<file path="src/rtl/seven_seg_scanner.sv">
// seven_seg_scanner
//   Time-multiplexed 8-digit seven-segment driver. Scans one digit per slot of
//   SCAN_DIV clocks, blanking all anodes for the first BLANK_CYCLES clocks of a
//   slot to prevent ghosting. A full frame (8 slots) is shown from one snapshot
//   of i_Time/i_PM, taken as the last slot of the previous frame ends. Digit 7
//   (hours tens) is suppressed when zero; any digit with its i_Blink_Mask bit
//   set is hidden during the odd blink phase (phase flips every
//   BLINK_HALF_PERIOD 100 Hz pulses).
//
//   Optional feature: define SEVEN_SEG_BRIGHTNESS_EN to add i_Brightness[2:0],
//   which shortens the lit part of each slot to (b+1)/8 of the post-blank time.
//
// Ports
//   i_Clk_5MHz        system clock
//   i_Reset_N         asynchronous active-low reset
//   i_Clk_100Hz_Pulse one-clock 100 Hz strobe (blink timebase)
//   i_Time            8 BCD digits, [31:28]=digit 7 .. [3:0]=digit 0
//   i_PM              PM flag, shown on digit 0 decimal point
//   i_Blink_Mask      bit n set: digit n blinks
//   i_Display_En      0 forces all anodes off
//   i_Brightness      (SEVEN_SEG_BRIGHTNESS_EN only) brightness 0..7
//   o_Anodes          active-low digit enables, bit n = digit n
//   o_Segments        active-low {g,f,e,d,c,b,a}
//   o_DP              active-low decimal point
module seven_seg_scanner #(
  parameter int unsigned SCAN_DIV          = 625,
  parameter int unsigned BLANK_CYCLES      = 16,
  parameter int unsigned BLINK_HALF_PERIOD = 50
) (
  input  logic        i_Clk_5MHz,
  input  logic        i_Reset_N,
  input  logic        i_Clk_100Hz_Pulse,
  input  logic [31:0] i_Time,
  input  logic        i_PM,
  input  logic [7:0]  i_Blink_Mask,
  input  logic        i_Display_En,
`ifdef SEVEN_SEG_BRIGHTNESS_EN
  input  logic [2:0]  i_Brightness,
`endif
  output logic [7:0]  o_Anodes,
  output logic [6:0]  o_Segments,
  output logic        o_DP
);

  localparam int unsigned PW = $clog2(SCAN_DIV);
  localparam int unsigned BW = $clog2(BLINK_HALF_PERIOD + 1);

  logic [PW-1:0] pre_q, pre_d;
  logic [2:0]    idx_q, idx_d;
  logic [31:0]   snap_time_q, snap_time_d;
  logic          snap_pm_q, snap_pm_d;
  logic [BW-1:0] blink_cnt_q, blink_cnt_d;
  logic          blink_phase_q, blink_phase_d;
  logic [7:0]    anodes_q, anodes_d;
  logic [6:0]    segments_q, segments_d;
  logic          dp_q, dp_d;

  logic          slot_last;
  logic          slot_start;
  logic          digit_blank;
  logic          lit_window;
  logic [3:0]    cur_digit;

`ifdef SEVEN_SEG_BRIGHTNESS_EN
  localparam int unsigned LW    = PW + 4;
  localparam int unsigned SLICE = (SCAN_DIV - BLANK_CYCLES) / 8;
  logic [2:0]    bright_q, bright_d;
  logic [LW-1:0] lit_end;
`endif

  function automatic logic [6:0] seg_decode(input logic [3:0] d);
    logic [6:0] s;
    case (d)
      4'd0:    s = 7'h40;
      4'd1:    s = 7'h79;
      4'd2:    s = 7'h24;
      4'd3:    s = 7'h30;
      4'd4:    s = 7'h19;
      4'd5:    s = 7'h12;
      4'd6:    s = 7'h02;
      4'd7:    s = 7'h78;
      4'd8:    s = 7'h00;
      4'd9:    s = 7'h10;
      default: s = 7'h3F;
    endcase
    return s;
  endfunction

  always_comb begin
    slot_last  = (pre_q == PW'(SCAN_DIV - 1));
    slot_start = (pre_q == '0);
    cur_digit  = snap_time_q[{idx_q, 2'b00} +: 4];

    // Scan counters; snapshot taken as the last slot of a frame ends so the
    // next frame is drawn from one consistent value.
    pre_d       = pre_q + 1'b1;
    idx_d       = idx_q;
    snap_time_d = snap_time_q;
    snap_pm_d   = snap_pm_q;
    if (slot_last) begin
      pre_d = '0;
      idx_d = idx_q + 1'b1;
      if (idx_q == 3'd7) begin
        snap_time_d = i_Time;
        snap_pm_d   = i_PM;
      end
    end

    blink_cnt_d   = blink_cnt_q;
    blink_phase_d = blink_phase_q;
    if (i_Clk_100Hz_Pulse) begin
      if (blink_cnt_q == BW'(BLINK_HALF_PERIOD - 1)) begin
        blink_cnt_d   = '0;
        blink_phase_d = ~blink_phase_q;
      end else begin
        blink_cnt_d = blink_cnt_q + 1'b1;
      end
    end

    digit_blank = ((idx_q == 3'd7) && (snap_time_q[31:28] == 4'd0)) ||
                  (i_Blink_Mask[idx_q] && blink_phase_q);

`ifdef SEVEN_SEG_BRIGHTNESS_EN
    bright_d   = slot_start ? i_Brightness : bright_q;
    lit_end    = LW'(BLANK_CYCLES) + LW'(SLICE) * LW'({1'b0, bright_q} + 4'd1);
    lit_window = ({4'b0000, pre_q} < lit_end);
`else
    lit_window = 1'b1;
`endif

    if ((pre_q >= PW'(BLANK_CYCLES)) && i_Display_En && !digit_blank && lit_window)
      anodes_d = ~(8'b0000_0001 << idx_q);
    else
      anodes_d = '1;

    // Cathodes change only at slot start, inside the all-anodes-off window.
    segments_d = segments_q;
    dp_d       = dp_q;
    if (slot_start) begin
      segments_d = seg_decode(cur_digit);
      dp_d       = !((idx_q == 3'd6) || (idx_q == 3'd4) || (idx_q == 3'd2) ||
                     ((idx_q == 3'd0) && snap_pm_q));
    end
  end

  always_ff @(posedge i_Clk_5MHz or negedge i_Reset_N) begin
    if (!i_Reset_N) begin
      pre_q         <= '0;
      idx_q         <= '0;
      snap_time_q   <= '0;
      snap_pm_q     <= 1'b0;
      blink_cnt_q   <= '0;
      blink_phase_q <= 1'b0;
      anodes_q      <= '1;
      segments_q    <= '1;
      dp_q          <= 1'b1;
`ifdef SEVEN_SEG_BRIGHTNESS_EN
      bright_q      <= '0;
`endif
    end else begin
      pre_q         <= pre_d;
      idx_q         <= idx_d;
      snap_time_q   <= snap_time_d;
      snap_pm_q     <= snap_pm_d;
      blink_cnt_q   <= blink_cnt_d;
      blink_phase_q <= blink_phase_d;
      anodes_q      <= anodes_d;
      segments_q    <= segments_d;
      dp_q          <= dp_d;
`ifdef SEVEN_SEG_BRIGHTNESS_EN
      bright_q      <= bright_d;
`endif
    end
  end

  assign o_Anodes   = anodes_q;
  assign o_Segments = segments_q;
  assign o_DP       = dp_q;

endmodule
</file>
<file path="config.mk">
export PLATFORM = sky130hd
export DESIGN_NAME = seven_seg_scanner
export DESIGN_NICKNAME = d
export VERILOG_FILES = /design/src/rtl/seven_seg_scanner.sv
export SDC_FILE = /design/constraint.sdc
export NUM_CORES = 1
export LEC_CHECK = 0
export BUFFER_PORTS_ARGS = -buffer_cell sky130_fd_sc_hd__buf_2
export CAP_MARGIN = 10
export CORE_ASPECT_RATIO = 0.6
export CORE_UTILIZATION = 45
export CTS_BUF_LIST = sky130_fd_sc_hd__clkbuf_8
export CTS_CLUSTER_SIZE = 14
export DETAILED_ROUTE_END_ITERATION = 7
export PLACE_DENSITY = 0.66
export SYNTH_ARGS = -nofsm -noshare
export SYNTH_HDL_FRONTEND = slang
export SYNTH_SLANG_ARGS = --single-unit
</file>
<file path="constraint.sdc">
create_clock -name i_Clk_5MHz -period 3.7 [get_ports i_Clk_5MHz]
set_clock_uncertainty 0.2 [all_clocks]
set_input_delay 0.185 -clock i_Clk_5MHz [delete_from_list [all_inputs] [get_ports i_Clk_5MHz]]
set_output_delay 0.185 -clock i_Clk_5MHz [all_outputs]
set_load 0.02 [all_outputs]
</file>
### Word level (Yosys, flattened, before mapping)

Memories as Yosys holds them, arrays and structs flattened. A register that Yosys moved wholly into a read port is not among the register bits.
Index checks and enable logic that the tools add are counted.

| storage, ports and cells | value |
|---|---|
| input port bits | 45 |
| memories | 1 |
| register bits | 62 |
| logic and storage cells | 46 |
| output and inout port bits | 16 |
| memory bits (read-only) | 112 |

Memory list:

| name | depth | bits a word | read ports | clocked after memory_dff | write ports | line | source |
|---|---|---|---|---|---|---|---|
| (no name shown) | 16 | 7 | 1 | 1 | 0 | 73 | `case (d)` |

| operators by class | value |
|---|---|
| eq/ne operators | 6 |
| reductions and logical operators | 17 |
| shifts and indexed selects | 2 |
| magnitude comparators | 2 |
| bitwise gates (word level) | 2 |
| mux-type cells | 5 |
| $add $sub $neg | 3 |

Operator list:

| cell | count |
|---|---|
| indexed part select 32 x 6 -> 4 bit | 1 |
| adder 10 x 1 -> 10 bit (second input constant) | 1 |
| equality test 10 bit (second input constant) | 1 |
| >= comparator 10 x 5 -> 1 bit (second input constant) | 1 |
| zero test 10 bit | 1 |
| two-way mux 10 bit | 1 |
| equality test 3 bit (second input constant) | 3 |
| two-way mux 8 bit | 1 |
| NOT 8 bit | 1 |
| << shifter 1 x 3 -> 8 bit (first input constant) | 1 |
| adder 6 x 1 -> 6 bit (second input constant) | 1 |
| equality test 6 bit (second input constant) | 1 |
| two-way mux 6 bit | 1 |
| logical AND 1 bit | 5 |
| zero test 4 bit | 1 |
| logical OR 1 bit | 4 |
| < comparator 3 x 4 -> 1 bit (second input constant) | 1 |
| AND reduction 2 bit | 2 |
| adder 3 x 1 -> 3 bit (second input constant) | 1 |
| binary-select mux 1 bit (select 3 bit) | 1 |
| equality test 3 x 2 -> 1 bit (second input constant) | 1 |
| zero test 1 bit | 3 |
| zero test 3 bit | 1 |
| two-way mux 1 bit | 1 |
| NOT 1 bit | 1 |

### Longest topological paths before layout

Gate-level depths: netlist of the first run.

| depth | value |
|---|---|
| depth after elaboration | 7 |
| gate-level depth with buffers | 8 |

### Worst setup path before layout of the first run

No wires, ideal clock.

| timing path | value |
|---|---|
| kind | register to register |
| from | reg idx_q[0] |
| to | reg segments_q[3] (netlist: o_Segments[3]) |
| arrival time | 2,145 ps |
| stages on the path, launching flop included | 8 |
| path slack | 1,266 ps |
| data required time | 3,411 ps |
| period minus slack after synthesis | 2,434 ps |
| cell sequence | dfrtp_1 -> buf_6 -> mux4_1 -> mux2_2 -> inv_1 -> ha_1 -> or2b_1 -> a211oi_1 |

| between the ends | value |
|---|---|
| cells in the longest elaborated chain, start to end | 1 |

Ends and longest elaborated chain:

| item | line | source |
|---|---|---|
| from (decl) | 49 | `logic [2:0] idx_q, idx_d;` |
| from (signal assigned) | 162 | `idx_q <= idx_d;` |
| indexed part select 32 x 6 -> 4 bit | 92 | `cur_digit = snap_time_q[{idx_q, 2'b00} +: 4];` |
| to (decl) | 55 | `logic [6:0] segments_q, segments_d;` |

No other way between the ends.
A chain may end at the register's enable or synchronous reset.

### Worst setup path after layout of the first run

Same ends and word-level chain as after synthesis.

==> run summary, run 1 <==
status = complete, no violations
ant diodes = 0
Arr. time, crit path = 2.84 ns
CTS tree = built
slowest CP cell = dfrtp_1
slowest stage delay, CP = 0.72 ns
Synth area leader = dfrtp_1
Worst Path Max Fanout = 13
Nets = 414
Fmax = 360 MHz
Worst Reg-to-Reg Cells = 6
asr flop ratio synth = 100%
#FFs+latches synth = 69
CP endpoint kind = flip-flop
Yosys warning count = 0
Area after DPL = 3750 um2
minimum hold slack = 0.0835 ns
Worst-Margin Slew = 0.603 ns
Area Overhead vs Synth = 28.1%
DRT Wirelength = 6700 um
unrepaired setup endpoints after global routing = no
Vias = 2300
period utilisation layout = 75.2%
cell area after synthesis = 3340 um2
Post-route DRC = 0
Final Max Slew Viols = 0
Root Buffer = clkbuf_8
number of max-cap violations = 0
CTS max path bufs = 2
Setup crit start kind = flip-flop
first-pass GRT wire length = 10500 um
total global routing overflow = 0
Clock H-tree levels = 3
r2r endpoint = o_Segments[3]$_DFFE_PN1N_
vias in the first global route = 2107
initial drt markers = 120
die area = 7790 um2
number of antenna violations at the first check in global routing = 0
Post-synth top cells = dfrtp_1 (53), mux2_2 (34), nand2_1 (18)
wire length per cell = 14.6 um
Core Region = 6940 um2
Cell Chain, Critical Path = mux4_1, mux2_2, inv_1, ha_1, or2b_1, a211oi_1
DP Worst Slack = 0.913 ns
Worst EP required = 3.76 ns
GP Congestion = 0.793
Die Height = 68.8 um
Rows = 23
total negative slack = 0 ns
fin crit period = 2.78 ns
Synth Net Count = 314
Worst slew margin = 59.8%
CP bufs+invs = 1
largest net degree at the start of global routing = 50
CTS sink count = 69
Final Hold Vio Count = 0
worst skew pair latency = 0.34 ns
Initial DRT Pass Iterations = 4
Top delay family on crit path = multiplexers
Initial Util = 48.2%
drt via density = 5.01
Main synth FF type = dfrtp_1
IO Count = 61
Num CTS Buffers = 9
Post-CTS Setup Inserts = 0
GRT Total Usage = 18.7%
post-synth top area share = 39.7%
post-synthesis instance total = 254
Clk pin slew, worst setup/hold paths = 0.07 ns
Worst Slack Setup Final = 0.919 ns
hold_sp = i_Display_En
P per Cell Area = 372 nW/um2
Mean Syn Cell Area = 13.2 um2
fin area = 4280 um2
Die W = 113 um
EDFF count, synth = 0
count leader, synth = dfrtp_1
DP HPWL = 4800 um
FILL cells = 557
post-cts resize count = 0
utilization after layout = 61.8%
worst r2r src = idx_q[0]$_DFFE_PN0N_
Min-Delay Endpoint = o_Anodes[3]$_DFF_PN1_
Yosys cell types = 45
CP Class = reg2reg
Synth area leaders = dfrtp_1 (40%), dfstp_2 (13%), mux2_2 (11%)
layout cell share with drive strength beyond 1 = 37.0%
Hold/Removal Path Class = in2reg
sequential area share after synthesis = 52.2%
r2r setup slk = 0.92 ns
Lkg Pwr = 0.00192 uW
cts hold-fix bufs = 35
I/O Buffers = 60
final setup fails = 0
Antenna Violating Nets Remaining = 0
hold path depth = 3
VDD IR max = 0.308 mV
==> tightest hold or removal path: stages <==
cell	delay, ns
buf_2	0.10
o2111a_1	0.20
nand2_1	0.10
==> per-layer routing <==
metal | GRT usage (%) | share of wire (%) | up-vias
li1 | - | - | 1122
met5 | 0 | 0 | -
met4 | 7.89 | 1.2 | 0
met2 | 25.2 | 42 | 51
met1 | 27.7 | 53 | 1118
met3 | 5.42 | 4.3 | 9
==> sequential cells by signal, summed over array words and instances (netlist names) <==
| signal | count |
|---|---|
| o_Anodes | 8 |
| o_DP | 1 |
| blink_cnt_q | 6 |
| o_Segments | 7 |
| snap_time_q | 32 |
| blink_phase_q | 1 |
| snap_pm_q | 1 |
| pre_q | 10 |
| idx_q | 3 |
==> cell families after synthesis <==
group	after synthesis	synth area share, %
XOR/XNOR	11	2.88
AO/OA/AOI/OAI	24	5.20
buffers and inverters	21	2.58
adder cells (fa/ha/maj)	15	5.61
AND/OR/NAND/NOR	61	9.13
multiplexers	53	22.4
flip-flops	69	52.2
==> placed cells by master, fill, tap and decap left out, drive strengths merged, types with 5 or more instances in the layout <==
master | netlist | final
dfstp | 16 | 16
mux2 | 38 | 38
xnor2 | 9 | 9
nor2 | 11 | 11
ha | 15 | 15
dlygate4sd3 | 0 | 35
mux4 | 10 | 10
inv | 12 | 15
nand2 | 18 | 18
o21ai | 6 | 6
clkbuf | 5 | 12
nand3 | 11 | 11
mux2i | 5 | 5
buf | 4 | 63
dfrtp | 53 | 53
==> power by group <==
part	internal (uW)	switching, uW	leakage, uW	total [uW]
logic	108	79.7	0.00100	187
registers	812	42.4	0.000808	855
clock network	290	261	0.000106	551
==> through the flow <==
| step | power (uW) | cells |
|---|---|---|
| floorplan | 955 | 254 |
| global route | 1670 | 459 |
| detailed placement | 1030 | 408 |
| global placement | 1020 | 408 |
| CTS | 1610 | 459 |
| finish | 1590 | 459 |
==> worst max path at each step <==
stage,to,slack (ns),from,depth (start not counted)
floorplan,o_Segments[3]$_DFFE_PN1N_,1.27,idx_q[0]$_DFFE_PN0N_,7
global placement,o_Segments[3]$_DFFE_PN1N_,0.95,idx_q[0]$_DFFE_PN0N_,6
detailed placement,o_Segments[3]$_DFFE_PN1N_,0.91,idx_q[0]$_DFFE_PN0N_,6
CTS,o_Segments[3]$_DFFE_PN1N_,0.90,idx_q[0]$_DFFE_PN0N_,6
global route,o_Segments[3]$_DFFE_PN1N_,0.76,idx_q[0]$_DFFE_PN0N_,6
finish,o_Segments[3]$_DFFE_PN1N_,0.92,idx_q[0]$_DFFE_PN0N_,6
==> layout make-up <==
cell class / count / area [um2] / share of cell area, %
clock inverter: 4 / 16.3 / 0.380
tap: 100 / 125 / 2.92
multi-input combinational: 164 / 1510 / 35.3
inverter: 12 / 45.0 / 1.05
clock buffer: 12 / 165 / 3.86
sequential: 69 / 1750 / 40.8
timing repair buffer: 98 / 673 / 15.7
No activity file was read; power rests on OpenSTA's default activity.
==> run 2: changes to the inputs <==
==> constraint.sdc (replaced) <==
create_clock -name i_Clk_5MHz -period 2.83 [get_ports i_Clk_5MHz]
set_clock_uncertainty 0.2 [all_clocks]
set_input_delay 0.1415 -clock i_Clk_5MHz [delete_from_list [all_inputs] [get_ports i_Clk_5MHz]]
set_output_delay 0.1415 -clock i_Clk_5MHz [all_outputs]
set_load 0.02 [all_outputs]
==> run summary, run 2 (same netlist as run 1, synthesis figures left out) <==
status = complete, no violations
number of antenna violations at the first check in global routing = 0 (unchanged)
largest net degree at the start of global routing = 70 (+40%)
first-pass GRT wire length = 10800 um (+2.9%)
met1 WL = 3440 um (-2.3%)
CP Class = reg2reg
Worst slew margin = 65.5% (+5.7 points)
CTS sink count = 69 (unchanged)
total global routing overflow = 0 (unchanged)
Worst-Margin Slew = 0.513 ns (-0.0901 ns)
Antenna Violating Nets Remaining = 0 (unchanged)
DP HPWL = 4750 um (-1.0%)
Fmax = 389 MHz (+8.1%)
Worst Path Max Fanout = 9 (-4)
most frequent cells in the layout = buf_2 (60), dfrtp_1 (52), dlygate4sd3_1 (35)
Cell Chain, Critical Path = mux4_1, mux2_2, inv_1, ha_1, or2b_1, a211oi_1
dpl cells = 412 (+0.98%)
commonest non-fill, non-tap cell in the layout = buf_2
vias in the first global route = 2187 (+3.8%)
DRT Wirelength = 6950 um (+3.7%)
Lkg Pwr = 0.00192 uW (+0.37%)
DP Worst Slack = 0.160 ns (-0.753 ns)
Initial Util = 48.2% (unchanged)
total negative slack = 0 ns (unchanged)
Clk pin slew, worst setup/hold paths = 0.07 ns (about the same)
ant diodes = 0 (unchanged)
Final Hold Vio Count = 0 (unchanged)
number of max-cap violations = 0 (unchanged)
final setup fails = 0 (unchanged)
initial drt markers = 118 (-1.7%)
drt via density = 5.02 (+0.17%)
P per Cell Area = 473 nW/um2 (+27%)
Worst EP required = 2.89 ns (-0.87 ns)
worst skew pair latency = 0.35 ns (about the same)
Rows = 23 (unchanged)
hold_sp = i_Display_En
layout cell share with drive strength beyond 1 = 38.3% (+1.2 points)
Nets = 418 (+0.97%)
die area = 7790 um2 (unchanged)
unrepaired setup endpoints after global routing = no
Arr. time, crit path = 2.63 ns (-0.21 ns)
Final Max Slew Viols = 0 (unchanged)
CP endpoint kind = flip-flop
Setup crit start kind = flip-flop
met2 wire len = 3100 um (+11%)
Vias = 2324 (+1.0%)
Die Height = 68.8 um (unchanged)
DR WL met3 = 320 um (+11%)
Worst Slack Setup Final = 0.257 ns (-0.662 ns)
GP Congestion = 0.781 (-1.5%)
Core Region = 6940 um2 (unchanged)
slowest CP cell = mux4_1
Root Buffer = clkbuf_8
IO Count = 61 (unchanged)
Worst setup startpoint = idx_q[0]$_DFFE_PN0N_
Hold/Removal Path Class = in2reg
CTS tree = built
Post-route DRC = 0 (unchanged)
utilization after layout = 62.1% (+0.31 points)
GRT Total Usage = 19.1% (+0.40 points)
wire length per cell = 15.0 um (+2.8%)
Clock H-tree levels = 3 (unchanged)
max reg flops = 32 (unchanged)
Area Overhead vs Synth = 28.7%
worst r2r src = idx_q[0]$_DFFE_PN0N_
Top Layer Used = met4
Die W = 113 um (unchanged)
VDD IR max = 0.261 mV (-15%)
slowest stage delay, CP = 0.60 ns (-0.12 ns)
CTS max path bufs = 2 (unchanged)
final std cells w/o fill = 463 (+0.87%)
fin crit period = 2.57 ns (-0.208 ns)
Initial DRT Pass Iterations = 4 (unchanged)
Most flops, register = snap_time_q
I/O Buffers = 60 (unchanged)
Num CTS Buffers = 9 (unchanged)
period utilisation layout = 90.9% (+16 points)
==> run 2: changes by cell type in the layout (fill, tap and decap cells not counted) <==
cell,delta
clkbuf_8,-3
buf_12,+1
inv_1,-1
clkinv_2,+3
buf_4,+3
clkinvlp_4,+1
dfrtp_1,-1
dfrtp_2,+1
==> run 2: path summary, 6_finish.rpt <==
check	endpoint	depth (start not counted)	slack [ns]
max	o_Segments[3]$_DFFE_PN1N_	6	0.26
min	o_Anodes[3]$_DFF_PN1_	3	0.05
max reg2reg	o_Segments[3]$_DFFE_PN1N_	6	0.26
min reg2reg	blink_phase_q$_DFFE_PN0P_	1	0.27
max in group asynchronous	o_Anodes[3]$_DFF_PN1_	3	1.96
min in group asynchronous	pre_q[3]$_DFF_PN0_	3	0.13
==> run 2: area by class of cell <==
cell class	instances	area (um2)
Multi-Input combinational cell	164	1510
Timing Repair Buffer	102	716
Clock buffer	9	124
Fill cell	569	2630
Sequential cell	69	1750
Clock inverter	7	35.0
Tap cell	100	125
Inverter	12	45.0
==> run 2: layer usage <==
| metal | up-vias | global-route usage, % |
|---|---|---|
| met2 | 51 | 28.9 |
| met1 | 1132 | 26.1 |
| li1 | 1132 | - |
| met4 | 0 | 6.41 |
| met5 | - | 0 |
| met3 | 9 | 6.12 |
==> run 2: metrics by stage <==
stage | power [uW] | area (um2) | hold WS [ns]
floorplan | 1250 | 3340 | -0.354
global placement | 1340 | 3790 | -0.00891
detailed placement | 1350 | 3790 | -0.00869
CTS | 2060 | 4300 | 0.0238
global route | 2140 | 4300 | 0.0378
finish | 2040 | 4300 | 0.0461
==> run 2: repair_timing <==
item                                    4_1_cts  5_1_grt
resized for setup                             0        1
buffers inserted                              0        0
endpoints found under the setup margin        0        1
hold buffers                                 35        0
hold endpoints to repair                    109        0
==> run 2: power by group <==
group          switching [uW]  internal [uW]  total (uW)  leakage, uW
clock network             368            305         673    0.0000911
registers                53.2           1060        1110     0.000806
logic                     105            143         248      0.00103
total                     526           1510        2040      0.00192
==> run 2: critical path, delay by kind of cell, from the launching register on <==
family                   cells  cell delay (ns)
buffers and inverters        1             0.13
adder cells (fa/ha/maj)      1             0.25
flip-flops                   1             0.51
AND/OR/NAND/NOR              1             0.23
multiplexers                 2             0.95
AO/OA/AOI/OAI                1             0.22
==> run 3: changes to the inputs <==
==> config.mk (replaced) <==
export PLATFORM = sky130hd
export DESIGN_NAME = seven_seg_scanner
export DESIGN_NICKNAME = d
export VERILOG_FILES = /design/src/rtl/seven_seg_scanner.sv
export SDC_FILE = /design/constraint.sdc
export NUM_CORES = 1
export LEC_CHECK = 0
export ABC_AREA = 1
export BUFFER_PORTS_ARGS = -buffer_cell sky130_fd_sc_hd__buf_2
export CAP_MARGIN = 10
export CORE_ASPECT_RATIO = 0.6
export CORE_UTILIZATION = 25
export CTS_BUF_LIST = sky130_fd_sc_hd__clkbuf_8
export CTS_CLUSTER_SIZE = 12
export DETAILED_ROUTE_END_ITERATION = 7
export PLACE_DENSITY = 0.41
export SYNTH_ARGS = -nofsm -noshare
export SYNTH_HDL_FRONTEND = slang
export SYNTH_SLANG_ARGS = --single-unit
==> run summary, run 3 <==
Worst Reg-to-Reg Cells = 9 (+3)
Nets = 601 (+44%)
sequential area share after synthesis = 47.7% (-4.5 points)
period utilisation layout = 84.8% (-6.1 points)
total negative slack = 0 ns (unchanged)
final setup fails = 0 (unchanged)
Worst EP required = 2.91 ns (+0.02 ns)
GRT Total Usage = 14.2% (-4.9 points)
Most flops, register = snap_time_q
Fmax = 417 MHz (+7.2%)
Sw Ratio = 25.3% (-0.57 points)
initial drt markers = 172 (+46%)
Synth area leaders = dfrtp_1 (36%), nand2_1 (14%), dfstp_2 (11%)
Clock H-tree levels = 3 (unchanged)
Hold/Removal Path Class = in2reg
Mean Syn Cell Area = 8.21 um2 (-38%)
GP Congestion = 0.831 (+6.5%)
Vias = 3158 (+36%)
layout cell share with drive strength beyond 1 = 22.0% (-16 points)
CTS sink count = 69 (unchanged)
Final Max Slew Viols = 0 (unchanged)
Lkg Pwr = 0.00232 uW (+21%)
vias in the first global route = 3012 (+38%)
minimum hold slack = 0.109 ns (+0.0629 ns)
EDFF count, synth = 0 (unchanged)
#FFs+latches synth = 69 (unchanged)
multiplexer share of the synthesized area = 0% (-22 points)
Worst slew margin = 67.1% (+1.6 points)
die area = 15100 um2 (+94%)
unrepaired setup endpoints after global routing = no
CTS max path bufs = 2 (unchanged)
DP HPWL = 6990 um (+47%)
worst skew pair latency = 0.35 ns (about the same)
IO Count = 61 (unchanged)
status = complete, no violations
post-synthesis compound-gate area fraction = 4.99% (-0.21 points)
Combinational Power Share = 10.2% (-2.0 points)
VDD IR max = 0.181 mV (-31%)
Worst-Margin Slew = 0.493 ns (-0.0200 ns)
Num CTS Buffers = 9 (unchanged)
Initial Util = 26.2% (-22 points)
Synth area leader = dfrtp_1
Clk pwr share = 40.7% (+7.7 points)
number of antenna violations at the first check in global routing = 0 (unchanged)
commonest non-fill, non-tap cell in the layout = nand2_1
xor/xnor share of the synthesized area = 1.64% (-1.2 points)
Worst Path Max Fanout = 14 (+5)
largest family of logic cells by synthesized area = simple AND/OR/NAND/NOR gates
max reg flops = 32 (unchanged)
Synth Net Count = 506 (+61%)
Net Sw Power = 553 uW (+5.3%)
first-pass GRT wire length = 16100 um (+49%)
number of max-cap violations = 0 (unchanged)
post-synthesis instance total = 446 (+76%)
Simple-Gate Fraction of Synth Area = 31.6% (+23 points)
Die W = 158 um (+40%)
total global routing overflow = 0 (unchanged)
P per Cell Area = 465 nW/um2 (-1.6%)
dpl cells = 687 (+67%)
wire length per cell = 13.1 um (-13%)
drt via density = 4.28 (-15%)
Post-route DRC = 0 (unchanged)
hold path depth = 3 (unchanged)
CTS tree = built
I/O Buffers = 60 (unchanged)
Die Height = 95.7 um (+39%)
DRT Wirelength = 9670 um (+39%)
largest net degree at the start of global routing = 70 (unchanged)
CP endpoint kind = flip-flop
Area Overhead vs Synth = 28.6% (about the same)
Clk pin slew, worst setup/hold paths = 0.08 ns (about the same)
cell area after synthesis = 3660 um2 (+9.5%)
Setup crit start kind = flip-flop
fin crit period = 2.40 ns (-0.173 ns)
CP Class = reg2reg
Initial DRT Pass Iterations = 4 (unchanged)
ant diodes = 0 (unchanged)
Post-CTS Setup Inserts = 0 (unchanged)
post-synth top area share = 36.2% (-3.4 points)
Final Hold Vio Count = 0 (unchanged)
count leader, synth = nand2_1
asr flop ratio synth = 100% (unchanged)
adder-cell share of the synthesized area = 5.13% (-0.49 points)
Main synth FF type = dfrtp_1
Yosys cell types = 35 (-22%)
Post-synth top cells = nand2_1 (137), nand3_1 (64), dfrtp_1 (53)
Rows = 33 (+43%)
Root Buffer = clkbuf_8
Antenna Violating Nets Remaining = 0 (unchanged)
Core Region = 14000 um2 (+100%)
Arr. time, crit path = 2.48 ns (-0.15 ns)
final std cells w/o fill = 738 (+59%)
P_int = 1640 uW (+8.5%)
Yosys warning count = 0 (unchanged)
Flop pwr share = 49.1% (-5.7 points)
most frequent cells in the layout = nand2_1 (137), nand3_1 (64), buf_2 (60)
-- run 3: path summary, 6_finish.rpt --
check                                       startpoint                           to  slack [ns]
max                               idx_q[1]$_DFFE_PN0N_    o_Segments[3]$_DFFE_PN1N_        0.43
min                                       i_Display_En        o_Anodes[5]$_DFF_PN1_        0.11
max reg2reg                       idx_q[1]$_DFFE_PN0N_    o_Segments[3]$_DFFE_PN1N_        0.43
min reg2reg                snap_time_q[31]$_DFFE_PN0P_  snap_time_q[31]$_DFFE_PN0P_        0.27
max in group asynchronous                    i_Reset_N    o_Segments[1]$_DFFE_PN1N_        1.94
min in group asynchronous                    i_Reset_N   blink_cnt_q[3]$_DFFE_PN0P_        0.13
-- run 3: metal layers --
metal  track usage [%]  wire length [um]
met5                 0                 0
met4              2.64                44
met3              4.01               585
met2              18.2              3480
met1              22.6              5560
-- run 3: cell type report --
| class | count | area (um2) |
|---|---|---|
| repair buffers | 102 | 716 |
| inverters | 54 | 203 |
| clock buffers | 9 | 124 |
| well taps | 192 | 240 |
| clock inverters | 7 | 91.3 |
| multi-input cells | 305 | 1590 |
| fillers | 1557 | 9250 |
| flip-flops and latches | 69 | 1750 |
-- run 3: power groups by stage --
stage / Combinational (uW) / Clock [uW] / Sequential [uW]
3_3_place_gp: 184 / 0 / 1090
6_report: 224 / 892 / 1080
3_5_place_dp: 192 / 0 / 1090
5_1_grt: 260 / 969 / 1080
4_1_cts: 228 / 932 / 1070
2_1_floorplan: 103 / 0 / 1090
-- run 3: cells by family after synthesis --
kind of cell	count (synthesis)
and+or+nand+nor	255
DFF	69
xor gates and xnor gates	6
AOI/OAI and AO/OA	29
buffers and inverters	72
adders and majority gates	15
-- run 3: repair_timing --
item / in CTS / in global routing
hold buffers: 35 / 0
endpoints found under the hold margin: 104 / 0
resized for setup: 0 / 0
setup endpoints to repair: 0 / 0
-- run 3: worst max-delay path, stage by stage (launching register included) --
cell and delay, ns:
dfrtp_1 0.65, inv_1 0.32, nor2_1 0.16, nand2_1 0.06
nand3_1 0.06, nand2_1 0.17, ha_1 0.34, nand3_1 0.12
nand3_1 0.11, a21oi_2 0.15
-- run 3: through the flow --
| stage | setup WS, ns | power, uW | area [um2] | util (%) |
|---|---|---|---|---|
| floorplan | 0.926 | 1190 | 3660 | - |
| global placement | 0.573 | 1280 | 4140 | 29.7 |
| detailed placement | 0.448 | 1280 | 4140 | 29.7 |
| CTS | 0.452 | 2230 | 4710 | 33.7 |
| global route | 0.145 | 2310 | 4710 | 33.7 |
| finish | 0.430 | 2190 | 4710 | 33.7 |
